==> src/rtl/cook_sequencer.sv <==
// rtl/cook_sequencer.sv - microwave cook timer: BCD MM:SS entry, countdown and magnetron control
//
// Ports:
//   clk, resetn                 clock, synchronous active-low reset
//   startn, stopn, clearn       active-low buttons (debounced, clk-synchronous)
//   door_closed                 high while the door is shut
//   key_valid, key_code[3:0]    one-cycle keypad strobe with BCD digit
//   mag_on                      magnetron enable, high exactly while cooking
//   timer_done                  one-cycle pulse on the first DONE cycle
//   min_tens..sec_ones[3:0]     BCD display MM:SS
//   state[1:0]                  IDLE=00 COOK=01 PAUSE=10 DONE=11
module cook_sequencer #(
  parameter int TICK_DIV = 100
) (
  input  logic       clk,
  input  logic       resetn,
  input  logic       startn,
  input  logic       stopn,
  input  logic       clearn,
  input  logic       door_closed,
  input  logic       key_valid,
  input  logic [3:0] key_code,
  output logic       mag_on,
  output logic       timer_done,
  output logic [3:0] min_tens,
  output logic [3:0] min_ones,
  output logic [3:0] sec_tens,
  output logic [3:0] sec_ones,
  output logic [1:0] state
);

  typedef enum logic [1:0] {
    S_IDLE  = 2'b00,
    S_COOK  = 2'b01,
    S_PAUSE = 2'b10,
    S_DONE  = 2'b11
  } state_t;

  localparam int PW = (TICK_DIV > 2) ? $clog2(TICK_DIV) : 1;
  localparam logic [PW-1:0] PMAX = PW'(TICK_DIV - 1);

  state_t        state_q, state_d;
  logic [3:0]    mt_q, mo_q, st_q, so_q;
  logic [3:0]    mt_d, mo_d, st_d, so_d;
  logic [PW-1:0] presc_q, presc_d;
  logic          mag_on_q, timer_done_q, done_d;

  logic [3:0] dmt, dmo, dst, dso;
  logic       key_ok, time_nz, tick, dec_zero;

  assign key_ok   = key_valid && (key_code <= 4'd9);
  assign time_nz  = |{mt_q, mo_q, st_q, so_q};
  assign tick     = (presc_q == PMAX);
  assign dec_zero = ~|{dmt, dmo, dst, dso};

  // One-second BCD decrement with per-digit borrow. Seconds wrap to 59 when
  // borrowing from minutes; oversized entries like 01:90 simply count down.
  always_comb begin
    dmt = mt_q;
    dmo = mo_q;
    dst = st_q;
    dso = so_q;
    if (so_q != 4'd0) begin
      dso = so_q - 4'd1;
    end else begin
      dso = 4'd9;
      if (st_q != 4'd0) begin
        dst = st_q - 4'd1;
      end else begin
        dst = 4'd5;
        if (mo_q != 4'd0) begin
          dmo = mo_q - 4'd1;
        end else begin
          dmo = 4'd9;
          dmt = mt_q - 4'd1;
        end
      end
    end
  end

  always_comb begin
    state_d = state_q;
    mt_d    = mt_q;
    mo_d    = mo_q;
    st_d    = st_q;
    so_d    = so_q;
    presc_d = presc_q;
    done_d  = 1'b0;
    if (!clearn) begin
      state_d = S_IDLE;
      {mt_d, mo_d, st_d, so_d} = 16'h0000;
      presc_d = '0;
    end else begin
      case (state_q)
        S_IDLE: begin
          if (!startn && door_closed && time_nz) begin
            state_d = S_COOK;
            presc_d = '0;
          end else if (key_ok) begin
            {mt_d, mo_d, st_d, so_d} = {mo_q, st_q, so_q, key_code};
          end
        end
        S_COOK: begin
          // Stop / door-open beats a coinciding tick: time and prescaler hold.
          if (!stopn || !door_closed) begin
            state_d = S_PAUSE;
          end else if (tick) begin
            presc_d = '0;
            {mt_d, mo_d, st_d, so_d} = {dmt, dmo, dst, dso};
            if (dec_zero) begin
              state_d = S_DONE;
              done_d  = 1'b1;
            end
          end else begin
            presc_d = presc_q + 1'b1;
          end
        end
        S_PAUSE: begin
          if (!stopn) begin
            state_d = S_IDLE;
            {mt_d, mo_d, st_d, so_d} = 16'h0000;
            presc_d = '0;
          end else if (!startn && door_closed) begin
            state_d = S_COOK;
            presc_d = '0;
          end
        end
        default: begin
          if (!startn || !stopn) begin
            state_d = S_IDLE;
          end else if (key_ok) begin
            state_d = S_IDLE;
            {mt_d, mo_d, st_d, so_d} = {mo_q, st_q, so_q, key_code};
          end
        end
      endcase
    end
  end

  always_ff @(posedge clk) begin
    if (!resetn) begin
      state_q      <= S_IDLE;
      mt_q         <= 4'd0;
      mo_q         <= 4'd0;
      st_q         <= 4'd0;
      so_q         <= 4'd0;
      presc_q      <= '0;
      mag_on_q     <= 1'b0;
      timer_done_q <= 1'b0;
    end else begin
      state_q      <= state_d;
      mt_q         <= mt_d;
      mo_q         <= mo_d;
      st_q         <= st_d;
      so_q         <= so_d;
      presc_q      <= presc_d;
      // Registered from the next state so it tracks state==COOK with no lag.
      mag_on_q     <= (state_d == S_COOK);
      timer_done_q <= done_d;
    end
  end

  assign mag_on     = mag_on_q;
  assign timer_done = timer_done_q;
  assign min_tens   = mt_q;
  assign min_ones   = mo_q;
  assign sec_tens   = st_q;
  assign sec_ones   = so_q;
  assign state      = state_q;

endmodule
==> config.mk <==
export PLATFORM = sky130hd
export DESIGN_NAME = cook_sequencer
export DESIGN_NICKNAME = d
export VERILOG_FILES = /design/src/rtl/cook_sequencer.sv
export SDC_FILE = /design/constraint.sdc
export NUM_CORES = 1
export LEC_CHECK = 0
export ABC_AREA = 1
export CAP_MARGIN = 10
export CORE_MARGIN = 2
export CORE_UTILIZATION = 49
export CTS_CLUSTER_DIAMETER = 200
export DETAILED_ROUTE_END_ITERATION = 10
export PLACE_DENSITY = 0.84
export SLEW_MARGIN = 40
export SYNTH_ARGS = -nofsm -noshare
export SYNTH_HDL_FRONTEND = slang
export SYNTH_SLANG_ARGS = --single-unit
export TNS_END_PERCENT = 100
==> constraint.sdc <==
create_clock -name clk -period 2 [get_ports clk]
set_clock_uncertainty 0.15 [all_clocks]
set_input_delay 0.2 -clock clk [delete_from_list [all_inputs] [get_ports clk]]
set_output_delay 0.2 -clock clk [all_outputs]
set_load 0.01 [all_outputs]
Yosys cells after proc, flatten, opt, wreduce, memory -nomap -nowiden
Cells that the tools add are included.

Bitwise gates (word level): 4. Add/subtract/negate cells: 5. Magnitude comparators: 1. Mux-type cells: 51. Equal/unequal tests: 11. Reduce and logical (&&, ||, !) cells: 19.

Operator list (number): 2-to-1 mux 4 bit (30); one-hot mux 4 bit (3 select lines) (4); 2-to-1 mux 7 bit (5); OR reduction 16 bit (2); one-hot mux 7 bit (3 select lines) (1); 2-to-1 mux 2 bit (9); subtractor 4 x 1 -> 4 bit, second input constant (4); nonzero test 4 bit (3); inequality test 2 bit, second input constant (5); adder 7 x 1 -> 7 bit, second input constant (1); equality test 7 bit, second input constant (1); one-hot mux 2 bit (3 select lines) (1); AND reduction 5 bit (1); OR reduction 5 bit (1); equality test 2 x 1 -> 1 bit, second input constant (2); less-or-equal comparator 4 bit, second input constant (1); inequality test 4 x 1 -> 1 bit, second input constant (1); NOT 1 bit (4); AND reduction 4 bit (1); logical AND 1 bit (3); logical NOT 1 bit (3); inequality test 3 bit, second input constant (1); nonzero test 3 bit (1); equality test 2 bit, second input constant (1); other kinds (4) (5).

Output and inout bits: 20. Flip-flop bits (word level): 27. Logic and storage cells: 99. Input bits: 11.

Depth between registers and ports, before layout
Gate-level depths: netlist of run 1.

Word-level depth: 11. Gate-level depth with buffers: 16. Gate-level depth less buffers: 16.

Least setup slack after synthesis of run 1
Ideal clock, no wire load.

Kind: register -> register. Start: reg state_q[0] (netlist: state[0]). End: reg mo_q[3] (netlist: min_ones[3]). Setup slack: -0.005 ns. Clock period less this slack: 2.005 ns. Arrival: 1.776 ns. Setup time: 0.080 ns. Stages on the path, launching flop included: 9. Path buffers: 2. Data required time: 1.770 ns. Path through: dfxtp_1 inv_1 ha_1 clkbuf_1 nand2_1 clkbuf_1 o21ai_0 nor2_1 a211oi_2.

Word-level cells in the longest chain between the ends: 3. Elaborated cells on any way between the ends: 10. Classes of those cells: eq/ne (7); mux (1); reduce/logical (2).

RTL lines: start: declaration (RTL line 42) `state_t state_q, state_d;`; start signal: assignment (RTL line 151) `state_q <= state_d;`; equality test 2 bit (tied with other cells) (RTL line 94) `case (state_q)`; inequality test 4 x 1 -> 1 bit (no line) or inequality test 2 bit (tied branches); AND reduction 5 bit (no line); end signal: assignment (RTL line 153) `mo_q <= mo_d;`; end: declaration (RTL line 43) `logic [3:0] mt_q, mo_q, st_q, so_q;`.

Several ways; a longest one is shown, not always the timed one. A chain may end at the register's enable or synchronous reset.

Worst setup path after layout of run 1
Start: reg so_q[0] (netlist: sec_ones[0]). End: reg state_q[1] (netlist: state[1]).

Word-level cells in the longest chain between the ends: 8. Elaborated cells on any way between the ends: 15. Classes of those cells: add/sub (1); mux (10); reduce/logical (4).

RTL lines: start: declaration (RTL line 43); start signal: assignment (RTL line 146) `so_q <= 4'd0;`; start signal: assignment (RTL line 155) `so_q <= so_d;`; subtractor 4 x 1 -> 4 bit or nonzero test 4 bit (tied branches) (RTL line 64, 63); 2-to-1 mux 4 bit (RTL line 63) `if (so_q != 4'd0) begin`; OR reduction 16 bit (RTL line 54) `assign dec_zero = ~|{dmt, dmo, dst, dso};`; 2-to-1 mux 2 bit (RTL line 110) `if (dec_zero) begin`; 2-to-1 mux 2 bit (RTL line 107) `end else if (tick) begin`; 2-to-1 mux 2 bit (RTL line 105) `if (!stopn || !door_closed) begin`; one-hot mux 2 bit (3 select lines) * (RTL line 94); 2-to-1 mux 2 bit * (RTL line 89) `if (!clearn) begin`.

Every way passes the cells marked *; elsewhere a longest branch is shown, timed or not.

==> impl_metrics.toml, run 1 <==
[timing]
finalHoldViolations = 0
worst_pin_slew_ns = 0.4675
fin_crit_ns = 2.005
setup_viol = 1
setup_slack_ns = -0.005361
period_share = 1.003
rsz0062_at_grt = "yes"
slew_viol_final = 0
max_freq_ghz = 0.4987
whs_ns = 0.3284
slew-limit-headroom = 0.6880

[pwr]
p_total_w = 0.001777
leakagePower_nw = 1.272
peakVddDrop_v = 0.0004055
power-per-cell-area_nw_per_um2 = 622.1

[clock_network]
cts_buffers = 3
htreeDepth = 1
cts_tree = "yes"
cts.clk_slew.worst_paths_ns = 0.10
cts.sinks = 27
clk_latency_ns = 0.28
cts-root-buf = "clkbuf_8"
clock_path_buffers = 2
holdBufCountCts = 0

[setup_path]
rrSetupSlack_ns = -0.005
crit_required_ns = 2.07
reg2reg_depth = 15
worstSetupStartpointType = "flip-flop"
r2r-end = "state[1]"
critPathMaxFanout = 6
arrival_ns = 2.08
r2r-start = "sec_ones[0]"
end_kind = "flip-flop"
criticalPathCategory = "flip-flop to flip-flop"

[placed_design]
pre_cts_ws_ns = -0.2823
port_buffers = 30
post-dp-hpwl_mm = 3.915
gp_congestion = 0.8974

[final_layout]
drive_gt1_frac = 0.2660
layout_commonest_cell = "nand2_1"
layout.nets = 398
regArea_um2 = 544.3
n_fill_cell = 313
final_cell_mix = "nand2_1 (56), buf_4 (49), inv_1 (42)"
multi_input_area_um2 = 1305
areaGrowthSynthToFinish_pct = 45.41
diodes = 0

[floorplan]
die_area_um2 = 4531
core_um2 = 3914
die_height_um = 67.32
fp.dieW_um = 67.32
initial_core_util = 0.5019
num_rows = 23
io_pins = 31

[synthesis]
synth-seq-area-share = 0.2752
synth_edf_count = 0
netlist_top_cells_area = "dfxtp_1 (28%), nand2_1 (11%), inv_1 (8.6%)"
synthesis.nets = 314
avgSynthCellArea_um2 = 6.704
ys_ff_latch = 27
yosysUniqueCellTypes = 36
synthCells = 293
yosys_warnings = 0
synth_top_area_frac = 0.2752
netlist_area_um2 = 1964
async_reset_ff_frac = 0
synthFlopType = "dfxtp_1"
synth_largest_area_cell = "dfxtp_1"

[global_route]
busiest_layer = "met2"
grt_max_degree = 20
gr-usage-met3 = 0.02833
grtUsageMet2 = 0.4270
grtUsageTotal = 0.2504
grt_antenna_before_repair = 0
grt_overflow = 0
grt_pass1_vias = 2046
grt_util_met1 = 0.3228
grt_pass1_wl_mm = 8.756

[worst_hold_path]
whs_path_depth = 3
min_to = "state[1]"
min_from = "resetn"
min_path_type = "input port to flip-flop"

[routing]
via_count = 2314
dr.pass1.iters = 5
routedWlPerCell_um = 13.88
drc = 0
postRouteAntennaNets = 0
drt_wl_total_mm = 5.912
viasPerCell = 5.432
drtIter0Drc = 177

[run_status]
status = "complete, but fails checks"
violations = "negative setup slack"

[job]
cap_violations = 0
[kinds of logic (layout without fill, tap and decap cells)]
logic type      Yosys count  in the layout  synth area share
flops                    27             27            0.2752
xor+xnor                  7              7           0.03121
simple gates            130            131            0.3172
fa+ha+maj                10             10           0.06369
buf+inv                  54            136            0.1108
compound gates           65             65            0.2019
[per-stage QoR]
stage | std cells | cell area, um2 | util | TNS [ns]
floorplan | 293 | 1966 | - | 0
global placement | 407 | 2586 | 0.6608 | -1.656
detailed placement | 407 | 2586 | 0.6608 | -3.667
CTS | 418 | 2731 | 0.6979 | 0
global route | 426 | 2856 | 0.7299 | -0.5317
finish | 426 | 2856 | 0.7299 | -0.005361
[power by group]
group / internal [W] / switching, W / total, W
combinational: 0.000400 / 0.000469 / 0.000869
sequential: 0.000565 / 0.0000197 / 0.000584
clock: 0.000143 / 0.000180 / 0.000323
total: 0.00111 / 0.000669 / 0.00178
[routing by layer]
layer | part of all wire | routed length, um | up-vias
met5 | 0 | 0 | -
met4 | 0.021 | 122 | 0
met2 | 0.49 | 2901 | 125
met3 | 0.081 | 480 | 19
met1 | 0.41 | 2407 | 1052
li1 | - | - | 1118
[final cells by class]
class,count,area share
Tap cell,50,0.02190
Timing Repair Buffer,83,0.2497
Clock buffer,4,0.01577
Inverter,49,0.06527
Multi-Input combinational cell,213,0.4569
Sequential cell,27,0.1905
[flip-flops by register name, indices dropped and copies added, names as in the netlist]
name and count:
mag_on 1, presc_q 7, min_ones 4, sec_tens 4
sec_ones 4, min_tens 4, timer_done 1, state 2
[critical path, cell delays in order, from the launching register on]
cell     delay (ns)
dfxtp_2        0.34
inv_2          0.08
ha_4           0.16
nand2_4        0.07
nor2_8         0.18
buf_4          0.14
nand2_2        0.05
nand2_1        0.07
nand3_1        0.09
nor2_1         0.13
nand3_2        0.13
nand2_2        0.08
nand2_2        0.06
nand2_1        0.06
nand2_1        0.06
nor2_2         0.10
[synth_stat cells, drive strengths merged (2+ instances only)]
master	count
a211oi	3
a21oi	23
a22oi	4
buf	2
clkbuf	3
dfxtp	27
ha	10
inv	48
nand2	66
nand3	16
nand4	3
nor2	35
nor3	7
nor3b	2
o21ai	24
o22ai	8
xnor2	3
xor2	4
[worst max-delay path by stage]
stage | start | end | slack (ns) | depth (start not counted)
6_report | sec_ones[0] | state[1] | -0.005 | 15
3_3_place_gp | key_code[2] | sec_ones[3] | -0.14 | 10
2_1_floorplan | sec_ones[0] | presc_q[3] | 0.001 | 13
5_1_grt | sec_ones[0] | state[1] | -0.13 | 15
3_5_place_dp | key_code[2] | min_ones[2] | -0.28 | 10
4_1_cts | sec_ones[1] | mag_on | 0.007 | 16
[timing repair]
item / CTS / global route
setup endpoints to repair: 10 / 21
resized for setup: 14 / 18
gates cloned: 0 / 1
pin swaps: 7 / 22
setup buffers: 7 / 7
No activity file was read; power rests on OpenSTA's default activity.
==> run 2, diff against run 1 <==
--- a/config.mk
+++ b/config.mk
@@ -8,10 +8,12 @@
 export ABC_AREA = 1
 export CAP_MARGIN = 10
 export CORE_MARGIN = 2
-export CORE_UTILIZATION = 49
+export CORE_UTILIZATION = 50
+export CTS_BUF_LIST = sky130_fd_sc_hd__clkbuf_4 sky130_fd_sc_hd__clkbuf_8
 export CTS_CLUSTER_DIAMETER = 200
 export DETAILED_ROUTE_END_ITERATION = 10
-export PLACE_DENSITY = 0.84
+export GPL_TIMING_DRIVEN = 0
+export PLACE_DENSITY = 0.85
 export SLEW_MARGIN = 40
 export SYNTH_ARGS = -nofsm -noshare
 export SYNTH_HDL_FRONTEND = slang
==> run 2 against run 1 <==
Against the previous run: the run still ends with negative setup slack left; utilization is 1.6 points lower; non-clock buffer count decreased by 34; clock power barely moved; die area decreased by 1.9%; via count fell by 4.4%; clock-buffer cell count is 1 lower; final area decreased by 7.2%; fmax is 0.73% lower; sequential cell count stayed put; critical path depth down 2; total power shrank 3.4%; worst hold slack got worse by 0.0061 ns.
==> impl_metrics.toml, run 2 (same netlist as run 1, synthesis figures left out) <==
[setup_path]
critPathMaxFanout = 6
path_cells = "inv_4 -> ha_4 -> nand4_1 -> nand2_1 -> nand2_1 -> nor2_1 -> nand2_1 -> nor2_2 -> nand3_2 -> nand2_1 -> nand2_1 -> a21oi_1 -> nor2_1"
arrival_ns = 2.05
path_buf_inv = 1
slowest_delay_ns = 0.34
end_kind = "flip-flop"
worstSetupStartpointType = "flip-flop"
criticalPathCategory = "flip-flop to flip-flop"
cp_slowest_cell = "dfxtp_2"
critical_path.top_delay_family = "simple AND/OR/NAND/NOR gates"
crit_required_ns = 2.03
cpMostUsedCell = "nand2_1"

[final_layout]
n_fill_cell = 280
utilization = 0.7135
drive_gt1_frac = 0.2420
layout_commonest_cell = "nand2_1"
final_cell_mix = "nand2_1 (52), inv_1 (40), clkdlybuf4s50_1 (30)"
layout.nets = 365
areaGrowthSynthToFinish_pct = 34.97
largest_reg_flops = 7
diodes = 0
final_cells = 391
regMostFlops = "presc_q"

[placed_design]
post-dp-hpwl_mm = 3.485
gp_congestion = 0.8749
pre_cts_ws_ns = -0.2726
port_buffers = 30
dp.cells = 371

[routing]
drc = 0
viasPerCell = 5.657
routedWlPerCell_um = 14.35
drt_wl_total_mm = 5.610
dr.pass1.iters = 5
drtIter0Drc = 139
via_count = 2212
postRouteAntennaNets = 0

[timing]
setup_slack_ns = -0.02018
slew-limit-headroom = 0.7135
rsz0062_at_grt = "yes"
fin_crit_ns = 2.020
setup_tns_ns = -0.02018
worst_pin_slew_ns = 0.4298
period_share = 1.010
whs_ns = 0.3223
slew_viol_final = 0
max_freq_ghz = 0.4950
setup_viol = 1
finalHoldViolations = 0

[global_route]
grt_pass1_vias = 1804
grt_max_degree = 16
grt_pass1_wl_mm = 7.955
grt_antenna_before_repair = 0
grt_overflow = 0
grtUsageTotal = 0.2285

[pwr]
power-per-cell-area_nw_per_um2 = 647.5
peakVddDrop_v = 0.0004249
leakagePower_nw = 1.111

[worst_hold_path]
min_path_type = "input port to flip-flop"

[floorplan]
core_um2 = 3716
num_rows = 22
die_height_um = 66.68
fp.dieW_um = 66.68
io_pins = 31
initial_core_util = 0.5286
die_area_um2 = 4446

[clock_network]
cts.sinks = 27
cts_tree = "yes"
holdBufCountCts = 0
cts-root-buf = "clkbuf_8"
cts.clk_slew.worst_paths_ns = 0.10
htreeDepth = 1
cts_buffers = 3
clk_latency_ns = 0.28
clock_path_buffers = 2

[run_status]
status = "complete, but fails checks"
violations = "negative setup slack"

[job]
cap_violations = 0
run 2: cell types whose count changed in the layout (fill, tap and decap cells not counted), moves of 4 or more:
cell     previous run  this run
nand2_1            56        52
buf_4              49        14
o21ai_0            19        13
nor2_1             27        23
dfxtp_2             3         7
o21ai_1             3         9
dfxtp_1            24        17
nor2_4              2         6
run 2: stage by stage:
step,area [um2],power [W]
2_1_floorplan,1966,0.001046
3_3_place_gp,2326,0.001195
3_5_place_dp,2326,0.001211
4_1_cts,2446,0.001573
5_1_grt,2651,0.001816
6_report,2651,0.001717
run 2: cell type report:
class / count / area, um2 / area share
flip-flops and latches: 27 / 560.5 / 0.2114
well taps: 48 / 60.06 / 0.02265
repair buffers: 44 / 409.1 / 0.1543
inverters: 49 / 193.9 / 0.07315
multi-input cells: 214 / 1340 / 0.5054
plain buffers: 5 / 41.29 / 0.01557
clock inverters: 1 / 5.005 / 0.001888
clock buffers: 3 / 41.29 / 0.01557
run 2: path summary, 6_finish.rpt:
check	startpoint	to	slack (ns)	depth (start not counted)
worst max-delay path	sec_ones[1]	mag_on	-0.02	13
worst min register to register	presc_q[5]	presc_q[5]	0.34	2
worst max register to register	sec_ones[1]	mag_on	-0.02	13
worst min-delay path	resetn	state[1]	0.32	3
run 2: tightest hold or removal path: cells and delay by family:
family / cells / cell delay [ns]
buffers and inverters: 2 / 0.49
and+or+nand+nor: 1 / 0.04
run 2: where the power goes:
part / internal [W] / switching [W]
clock: 0.000140 / 0.000180
combinational: 0.000331 / 0.000463
sequential: 0.000564 / 0.0000393
total: 0.00103 / 0.000682
run 2: routing by layer:
metal  vias up  track usage  wire length (um)
met5         -            0                 0
met3        18      0.02027               393
met1      1020       0.3100              2314
met4         0      0.07143               159
met2       110       0.3813              2742
li1       1064            -                 -
run 2: repair_timing:
| item | in CTS | in global routing |
|---|---|---|
| resized for setup | 12 | 55 |
| endpoints found under the setup margin | 27 | 27 |
| pin swaps | 2 | 17 |
| buffers inserted | 5 | 9 |
| cloned | 1 | 1 |
